File: config.mk
export PLATFORM = sky130hd
export DESIGN_NAME = apb_spi_rf_fifo
export DESIGN_NICKNAME = d
export VERILOG_FILES = /design/src/rtl/apb_spi_pkg.sv /design/src/rtl/spi_sync_fifo.sv /design/src/rtl/apb_spi_rf_fifo.sv
export SDC_FILE = /design/constraint.sdc
export NUM_CORES = 1
export LEC_CHECK = 0
export ABC_AREA = 1
export CORE_AREA = 5 5 221 223
export CTS_BUF_LIST = sky130_fd_sc_hd__clkbuf_8
export CTS_CLUSTER_DIAMETER = 150
export DETAILED_ROUTE_END_ITERATION = 12
export DIE_AREA = 0 0 226 228
export PLACE_DENSITY = 0.77
export SYNTH_ARGS = -nofsm -noshare
export SYNTH_HDL_FRONTEND = slang
export SYNTH_HIERARCHICAL = 1
export SYNTH_SLANG_ARGS = --single-unit
File: constraint.sdc
create_clock -name pclk_i -period 11.5 [get_ports pclk_i]
set_input_delay 3.45 -clock pclk_i [delete_from_list [all_inputs] [get_ports pclk_i]]
set_output_delay 3.45 -clock pclk_i [all_outputs]
set_load 0.005 [all_outputs]
File: src/rtl/apb_spi_pkg.sv
// Shared register map and field positions for the APB SPI FIFO block.
// All addresses are APB word indices.
package apb_spi_pkg;

    localparam logic [3:0] ADDR_TXDATA   = 4'd0;
    localparam logic [3:0] ADDR_RXDATA   = 4'd1;
    localparam logic [3:0] ADDR_STATUS   = 4'd2;
    localparam logic [3:0] ADDR_CTRL     = 4'd3;
    localparam logic [3:0] ADDR_IRQ_STAT = 4'd4;
    localparam logic [3:0] ADDR_IRQ_EN   = 4'd5;

    localparam int ST_TX_CNT_LSB = 0;
    localparam int ST_RX_CNT_LSB = 8;
    localparam int ST_CNT_W      = 8;
    localparam int ST_TX_EMPTY   = 16;
    localparam int ST_TX_FULL    = 17;
    localparam int ST_RX_EMPTY   = 18;
    localparam int ST_RX_FULL    = 19;
    localparam int ST_BUSY       = 20;

    localparam int CT_EN      = 0;
    localparam int CT_TXCLR   = 1;
    localparam int CT_RXCLR   = 2;
    localparam int CT_DIV_LSB = 16;
    localparam int DIV_W      = 16;

    localparam int IRQ_TXEMPTY = 0;
    localparam int IRQ_RXWM    = 1;
    localparam int IRQ_EOT     = 2;
    localparam int IRQ_TXOVF   = 3;
    localparam int IRQ_RXUDF   = 4;
    localparam int IRQ_W       = 5;

endpackage

File: src/rtl/spi_sync_fifo.sv
// Single-clock FIFO; full/empty come from the occupancy count.
// Flush and reset empty it and take priority over push/pop.
module spi_sync_fifo #(
    parameter int DW    = 32,
    parameter int DEPTH = 8,
    localparam int AW   = $clog2(DEPTH),
    localparam int CW   = AW + 1
) (
    input  logic          clk,
    input  logic          rst,
    input  logic          push,
    input  logic          pop,
    input  logic          flush,
    input  logic [DW-1:0] din,
    output logic [DW-1:0] dout,
    output logic          full,
    output logic          empty,
    output logic [CW-1:0] count
);
    logic [DW-1:0] mem [DEPTH];
    logic [AW-1:0] wp;
    logic [AW-1:0] rp;
    logic          do_push;
    logic          do_pop;

    assign full    = (count == CW'(DEPTH));
    assign empty   = (count == '0);
    assign do_push = push & ~full;
    assign do_pop  = pop & ~empty;
    assign dout    = mem[rp];

    always_ff @(posedge clk) begin
        if (rst || flush) begin
            wp    <= '0;
            rp    <= '0;
            count <= '0;
        end else begin
            if (do_push) wp <= wp + 1'b1;
            if (do_pop)  rp <= rp + 1'b1;
            count <= count + CW'(do_push) - CW'(do_pop);
        end
    end

    always_ff @(posedge clk) begin
        if (do_push) mem[wp] <= din;
    end
endmodule

File: src/rtl/apb_spi_rf_fifo.sv
// APB register file fronting TX/RX stream FIFOs of an SPI master,
// with divider update strobe and sticky interrupt status.
module apb_spi_rf_fifo
    import apb_spi_pkg::*;
#(
    parameter int DW       = 32,
    parameter int TX_DEPTH = 8,
    parameter int RX_DEPTH = 8,
    parameter int MIN_DIV  = 4
) (
    input  logic          pclk_i,
    input  logic          rst_i,
    input  logic          psel_i,
    input  logic          penable_i,
    input  logic          pwrite_i,
    input  logic [3:0]    paddr_i,
    input  logic [31:0]   pwdata_i,
    output logic [31:0]   prdata_o,
    output logic          pready_o,
    output logic          spi_clk_div_vld_o,
    output logic [15:0]   spi_clk_div_o,
    input  logic          eot_i,
    output logic [DW-1:0] stream_data_tx_o,
    output logic          stream_data_tx_vld_o,
    input  logic          stream_data_tx_rdy_i,
    input  logic [DW-1:0] stream_data_rx_i,
    input  logic          stream_data_rx_vld_i,
    output logic          stream_data_rx_rdy_o,
    output logic          irq_o
);
    localparam int TXCW = $clog2(TX_DEPTH) + 1;
    localparam int RXCW = $clog2(RX_DEPTH) + 1;
    localparam logic [DIV_W-1:0] MIN_DIV16 = DIV_W'(MIN_DIV);

    logic             wr, rd, ctrl_wr;
    logic             en_q, div_vld_q, irq_q, pend_q;
    logic [DIV_W-1:0] div_q, wdiv;
    logic [IRQ_W-1:0] stat_q, stat_d, irq_en_q, irq_en_d, ev, clr;
    logic             tx_push, tx_pop, tx_flush, tx_full, tx_empty;
    logic             rx_push, rx_pop, rx_flush, rx_full, rx_empty;
    logic [DW-1:0]    rx_dout;
    logic [TXCW-1:0]  tx_count;
    logic [RXCW-1:0]  rx_count;
    logic [31:0]      status, rdata;

    assign wr       = psel_i & penable_i & pwrite_i;
    assign rd       = psel_i & penable_i & ~pwrite_i;
    assign ctrl_wr  = wr & (paddr_i == ADDR_CTRL);
    assign wdiv     = pwdata_i[CT_DIV_LSB +: DIV_W];
    assign tx_flush = ctrl_wr & pwdata_i[CT_TXCLR];
    assign rx_flush = ctrl_wr & pwdata_i[CT_RXCLR];

    assign tx_push = wr & (paddr_i == ADDR_TXDATA) & ~tx_full;
    assign tx_pop  = stream_data_tx_vld_o & stream_data_tx_rdy_i;
    assign rx_push = stream_data_rx_vld_i & stream_data_rx_rdy_o;
    assign rx_pop  = rd & (paddr_i == ADDR_RXDATA) & ~rx_empty;

    assign stream_data_tx_vld_o = en_q & ~tx_empty;
    assign stream_data_rx_rdy_o = en_q & ~rx_full;

    spi_sync_fifo #(.DW(DW), .DEPTH(TX_DEPTH)) u_tx_fifo (
        .clk(pclk_i), .rst(rst_i), .push(tx_push), .pop(tx_pop),
        .flush(tx_flush), .din(pwdata_i[DW-1:0]), .dout(stream_data_tx_o),
        .full(tx_full), .empty(tx_empty), .count(tx_count)
    );

    spi_sync_fifo #(.DW(DW), .DEPTH(RX_DEPTH)) u_rx_fifo (
        .clk(pclk_i), .rst(rst_i), .push(rx_push), .pop(rx_pop),
        .flush(rx_flush), .din(stream_data_rx_i), .dout(rx_dout),
        .full(rx_full), .empty(rx_empty), .count(rx_count)
    );

    // Set events are OR-ed after the W1C mask so a same-cycle set survives
    always_comb begin
        ev              = '0;
        ev[IRQ_TXEMPTY] = tx_pop & ~tx_push & ~tx_flush
                          & (tx_count == TXCW'(1));
        ev[IRQ_RXWM]    = rx_push & ~rx_pop & ~rx_flush
                          & (rx_count == RXCW'(RX_DEPTH / 2 - 1));
        ev[IRQ_EOT]     = eot_i;
        ev[IRQ_TXOVF]   = wr & (paddr_i == ADDR_TXDATA) & tx_full;
        ev[IRQ_RXUDF]   = rd & (paddr_i == ADDR_RXDATA) & rx_empty;
        clr      = (wr && paddr_i == ADDR_IRQ_STAT) ? pwdata_i[IRQ_W-1:0] : '0;
        stat_d   = (stat_q & ~clr) | ev;
        irq_en_d = (wr && paddr_i == ADDR_IRQ_EN) ? pwdata_i[IRQ_W-1:0]
                                                 : irq_en_q;
    end

    always_ff @(posedge pclk_i) begin
        if (rst_i) begin
            en_q      <= 1'b0;
            div_q     <= MIN_DIV16;
            div_vld_q <= 1'b0;
            stat_q    <= '0;
            irq_en_q  <= '0;
            irq_q     <= 1'b0;
            pend_q    <= 1'b0;
        end else begin
            div_vld_q <= ctrl_wr;
            if (ctrl_wr) begin
                en_q  <= pwdata_i[CT_EN];
                div_q <= (wdiv < MIN_DIV16) ? MIN_DIV16 : wdiv;
            end
            stat_q   <= stat_d;
            irq_en_q <= irq_en_d;
            irq_q    <= |(stat_d & irq_en_d);
            if (tx_pop)     pend_q <= 1'b1;
            else if (eot_i) pend_q <= 1'b0;
        end
    end

    always_comb begin
        status = '0;
        status[ST_TX_CNT_LSB +: ST_CNT_W] = ST_CNT_W'(tx_count);
        status[ST_RX_CNT_LSB +: ST_CNT_W] = ST_CNT_W'(rx_count);
        status[ST_TX_EMPTY] = tx_empty;
        status[ST_TX_FULL]  = tx_full;
        status[ST_RX_EMPTY] = rx_empty;
        status[ST_RX_FULL]  = rx_full;
        status[ST_BUSY]     = stream_data_tx_vld_o | pend_q;
    end

    always_comb begin
        rdata = '0;
        if (rd) begin
            unique case (paddr_i)
                ADDR_RXDATA:   rdata = rx_empty ? '0 : 32'(rx_dout);
                ADDR_STATUS:   rdata = status;
                ADDR_CTRL:     rdata = {div_q, 15'd0, en_q};
                ADDR_IRQ_STAT: rdata = 32'(stat_q);
                ADDR_IRQ_EN:   rdata = 32'(irq_en_q);
                default:       rdata = '0;
            endcase
        end
    end

    assign prdata_o          = rdata;
    assign pready_o          = 1'b1;
    assign spi_clk_div_vld_o = div_vld_q;
    assign spi_clk_div_o     = div_q;
    assign irq_o             = irq_q;
endmodule

Word level (Yosys, flattened, before mapping). Memory sizes are Yosys's and may differ from the RTL's. A register that Yosys moved wholly into a read port is not among the register bits. Index checks and enable logic that the tools add are counted.

Add/subtract/negate cells: 8. $lt $le $gt $ge: 1. Equal/unequal tests: 9. Muxes and demuxes: 16. Bitwise operators: 40. Reduce and logical (&&, ||, !) cells: 9.

Operator list (number): one-hot mux 32 bit (5 select lines) (1); two-way mux 32 bit (2); bitwise AND 1 bit (26); less-than comparator 16 x 3 -> 1 bit (second input constant) (1); two-way mux 16 bit (1); adder 3 x 1 -> 3 bit (second input constant) (4); == test 4 x 2 -> 1 bit (second input constant) (3); zero test 4 bit (3); two-way mux 3 bit (4); bitwise AND 5 bit (2); two-way mux 5 bit (2); inverter 1 bit (9); adder 4 x 1 -> 4 bit (2); == test 4 x 1 -> 1 bit (second input constant) (2); == test 4 x 3 -> 1 bit (second input constant) (2); == test 4 bit (second input constant) (2); subtractor 4 x 1 -> 4 bit (2); two-way mux 1 bit (6); inverter 5 bit (1); bitwise OR 5 bit (1); OR reduction 5 bit (1); logical AND 1 bit (2); logical OR 1 bit (2); nonzero test 2 bit (1); bitwise OR 1 bit (1).

Register bits after elaboration: 50. RAM bits: 512. Bits of input ports: 76. Output and inout port bits: 85. Word-level logic and storage cells: 98. Memories: 2.

Memory list: u_rx_fifo.mem (depth 8, bits a word 32, rd ports 1, clocked after memory_dff 1, write ports 1, RTL line spi_sync_fifo.sv:20) `logic [DW-1:0] mem [DEPTH];`; u_tx_fifo.mem (depth 8, bits a word 32, rd ports 1, clocked after memory_dff 1, write ports 1, RTL line spi_sync_fifo.sv:20).

Longest topological paths before layout.
Depth in word-level cells: 11. Mapped depth: 18. Gate-level depth less buffers: 18.

Modules after synthesis. Netlist, hierarchy kept.

By module, submodules not included: spi_sync_fifo (instances 2, cells an instance 1172, area an instance 11634.9 um^2, sequential area each 7947.6 um^2); apb_spi_rf_fifo (instances 1, cells an instance 330, area an instance 2019.4 um^2, sequential area each 600.6 um^2).

Worst setup path before layout. OpenSTA, ideal clock, no wires.

Path type: input to output. From: input port psel_i. To: output port prdata_o[25]. Arrival: 4.274 ns. Data required time: 8.050 ns. Slack: 3.776 ns. Cell stages on the path: 5. Buffers on the path: 1. Cells stage by stage: nand2_1 nor2_4 clkinv_1 clkbuf_1 a21oi_1.

Word-level cells in the longest chain between the ends: 3.

RTL lines: start, declared (RTL line apb_spi_rf_fifo.sv:13) `input logic psel_i,`; bitwise AND 1 bit (2 in series) (RTL line apb_spi_rf_fifo.sv:47) `assign rd = psel_i & penable_i & ~pwrite_i;`; two-way mux 32 bit (RTL line apb_spi_rf_fifo.sv:125) `if (rd) begin`; end, declared (RTL line apb_spi_rf_fifo.sv:18) `output logic [31:0] prdata_o,`.

Every way passes these cells.

Final worst setup path.
From: input port paddr_i[1]. To: output port prdata_o[1].

Word-level cells in the longest chain between the ends: 3. Elaborated cells between the ends (all ways): 7. Classes of those cells: eq/ne: 5; mux: 2.

RTL lines: start, declared (RTL line apb_spi_rf_fifo.sv:16) `input logic [3:0] paddr_i,`; == test 4 x 3 -> 1 bit, or another cell as far along (RTL line apb_spi_rf_fifo.sv:126) `unique case (paddr_i)`; one-hot mux 32 bit (5 select lines) (*) (RTL line apb_spi_rf_fifo.sv:126); two-way mux 32 bit (*) (RTL line apb_spi_rf_fifo.sv:125).

Every way passes the cells marked *; elsewhere a longest branch is shown, timed or not.

==> out/qor.txt <==
Yosys warnings: 6
Fin. max-slew vios: 0
Gr ovfl total: 0
GRT Total Usage: 23.5%
DRC: 0
Die width: 226 µm
Distinct cells, synth: 36
Slew HR: 19.4%
Critical path class: in -> out
Most frequent CP cell: clkdlybuf4s50_1
Pin count of the biggest net entering global routing: 93
Routed WL: 61,500 µm
Final Hold Vio Count: 0
Post-cts gate resize count: 0
Synth area leaders: edfxtp_1 61%, nand2_1 16%, inv_1 6.6%
Min Tclk post-route: 9.61 ns
Clock latency on the worst-skew pair: 0.68 ns
CTS max path bufs: 3
Starting Density: 54.6%
Critical path endpoint category: output pin
Async set-reset flop share out of synthesis: 0%
Hold_buf cts: 0
Max VDD drop: 84.8 µV
Post-Syn Area: 25,300 µm²
CP startpoint kind: input port
TritonRoute pass-1 iters: 5
DR iter-0 viols: 1,807
FF+latch count, synth: 568
Vias in the first global route: 17,667
CTS H-tree lvls: 3
Clock transition at path regs: 0.06 ns
Syn Inst Count: 2,674
Synth top cells by count: 1,102 x nand2_1, 512 x edfxtp_1, 447 x inv_1, 228 x nand3_1, 89 x nor2_1
R2R cell count: 10
Outcome: completed
Antenna-violating nets left: 0
RSZ-0062 raised after global routing: no
CTS tree: yes
Max Clock Freq: 0.104 GHz
Tcrit/Tclk final: 83.5%
Core Util, Final: 62.7%
GPL Wtd Cong: 0.835
Hold Path Class: reg -> reg
Post-DR wirelength/cell: 17.5 µm
CTS root buffer: clkbuf_8
Top FF cell, synth: edfxtp_1
Initial antenna violation count: 3
Seq/Total Area, Yosys: 65.2%
CTS Buf Count: 91
Final setup viols: 0
Pre-CTS WS: 1.82 ns
Clock Skews: 0.0259 ns
EDFF count, synth: 512
Power per standard cell area: 134 nW/µm²
First-pass GRT wire length: 95,400 µm
Buffers added on ports: 159
Setup TNS: 0 ns
Slew @ Worst Pin: 1.21 ns
R2r setup slk: 7.82 ns
Top cell type's share of synthesized area: 60.8%
Via count: 18,249
Cell Rows: 79
Setup ws final: 1.89 ns
Core box area: 46,400 µm²
Routed vias/inst: 5.18
Share of cells above drive strength 1: 6.38%
Post-synth top area cell: edfxtp_1
Worst EP arrival: 6.16 ns
CP peak stage delay: 0.57 ns
IO Count: 161
Nets@finish: 2,942
CP max stage cell: nor3_4
Worst Path Max Fanout: 19
Synth-to-layout area growth: 14.9%
Syn avg cell area: 9.46 µm²
Die Height: 228 µm
Hold depth: 2
Syn Nets: 2,766
WP data required: 8.05 ns
Leakage: 12.7 nW
Sink Count: 568
Most common cell in the netlist: nand2_1
Post-CTS Setup Bufs: 0
Max cap viols: 0
Die Area: 51,500 µm²
Worst-path cell chain: clkdlybuf4s50_1, inv_1, nand2_4, nor3_4, buf_4, nand2_1, a41oi_1, clkdlybuf4s50_1
HPWL Detailed: 36,700 µm
-- flip-flops by register name, summed over array words and instances, names as in the netlist, named ones only --
register	flops
en_q	1
irq_en_q	5
irq_o	1
pend_q	1
spi_clk_div_o	16
spi_clk_div_vld_o	1
stat_q	5
u_rx_fifo/count	4
u_rx_fifo/mem	256
u_rx_fifo/rp	3
u_rx_fifo/wp	3
u_tx_fifo/count	4
u_tx_fifo/mem	256
u_tx_fifo/rp	3
u_tx_fifo/wp	3
-- path summary, 6_finish.rpt --
check	startpoint	endpoint
worst max-delay path	paddr_i[1]	prdata_o[1]
worst max register to register	u_tx_fifo/count[2]	u_tx_fifo/mem[6][29]
worst min-delay path	pend_q	pend_q
worst min register to register	pend_q	pend_q
-- cell usage in the layout (no fill, tap or decap), types with 21 or more instances in the layout --
master              n
nand3_1           228
nand2_1          1102
dfxtp_1            52
inv_1             475
o21ai_0            21
nor2_1             81
a21oi_1            40
edfxtp_1          512
clkdlybuf4s50_1   159
clkbuf_8           95
clkinv_1           28
buf_4              32
-- logic make-up (layout without fill, tap and decap cells) --
| kind of cell | after synthesis | after routing | synth area share, % |
|---|---|---|---|
| AOI/OAI and AO/OA | 75 | 75 | 1.66 |
| xor gates and xnor gates | 2 | 2 | 0.0693 |
| adders and majority gates | 16 | 16 | 0.851 |
| buffers and inverters | 563 | 806 | 9.00 |
| DFF | 568 | 568 | 65.2 |
| other | 1 | 2 | 0.0148 |
| and+or+nand+nor | 1449 | 1449 | 23.2 |
-- routing by layer --
| metal | share of wire [%] | vias up | GRT usage, % |
|---|---|---|---|
| met4 | 3.0 | 4 | 8.15 |
| met1 | 39 | 8538 | 30.8 |
| met2 | 48 | 786 | 38.7 |
| met3 | 9.5 | 149 | 5.75 |
| met5 | 0.044 | - | 0 |
| li1 | - | 8772 | - |
-- per-stage QoR --
| step | area (µm²) | hold slack (ns) | cells | power, mW |
|---|---|---|---|---|
| 2_1_floorplan | 25300 | 0.434 | 2674 | 2.31 |
| 3_3_place_gp | 27400 | 0.459 | 3364 | 2.36 |
| 3_5_place_dp | 27400 | 0.466 | 3364 | 2.37 |
| 4_1_cts | 29100 | 0.486 | 3524 | 3.92 |
| 5_1_grt | 29100 | 0.511 | 3525 | 4.02 |
| 6_report | 29100 | 0.481 | 3525 | 3.89 |
-- report_power, final --
part | total [mW] | switching [mW] | internal [mW]
Sequential | 2.25 | 0.00123 | 2.25
Clock | 1.56 | 0.757 | 0.805
Combinational | 0.0751 | 0.0466 | 0.0285
Total | 3.89 | 0.804 | 3.08
-- cell type report --
| type | count | area (µm²) |
|---|---|---|
| fillers | 3628 | 17300 |
| inverters | 455 | 1710 |
| diodes | 1 | 2.50 |
| well taps | 607 | 759 |
| repair buffers | 191 | 1830 |
| clock inverters | 65 | 323 |
| flip-flops and latches | 568 | 16500 |
| clock buffers | 95 | 1310 |
| multi-input cells | 1543 | 6620 |
-- critical path: cells and delay by family --
| kind | cells | cell delay, ns |
|---|---|---|
| buf+inv | 4 | 1.64 |
| simple gates | 3 | 0.75 |
| compound gates | 1 | 0.31 |
Note: power is estimated with default switching activity, not from simulation.
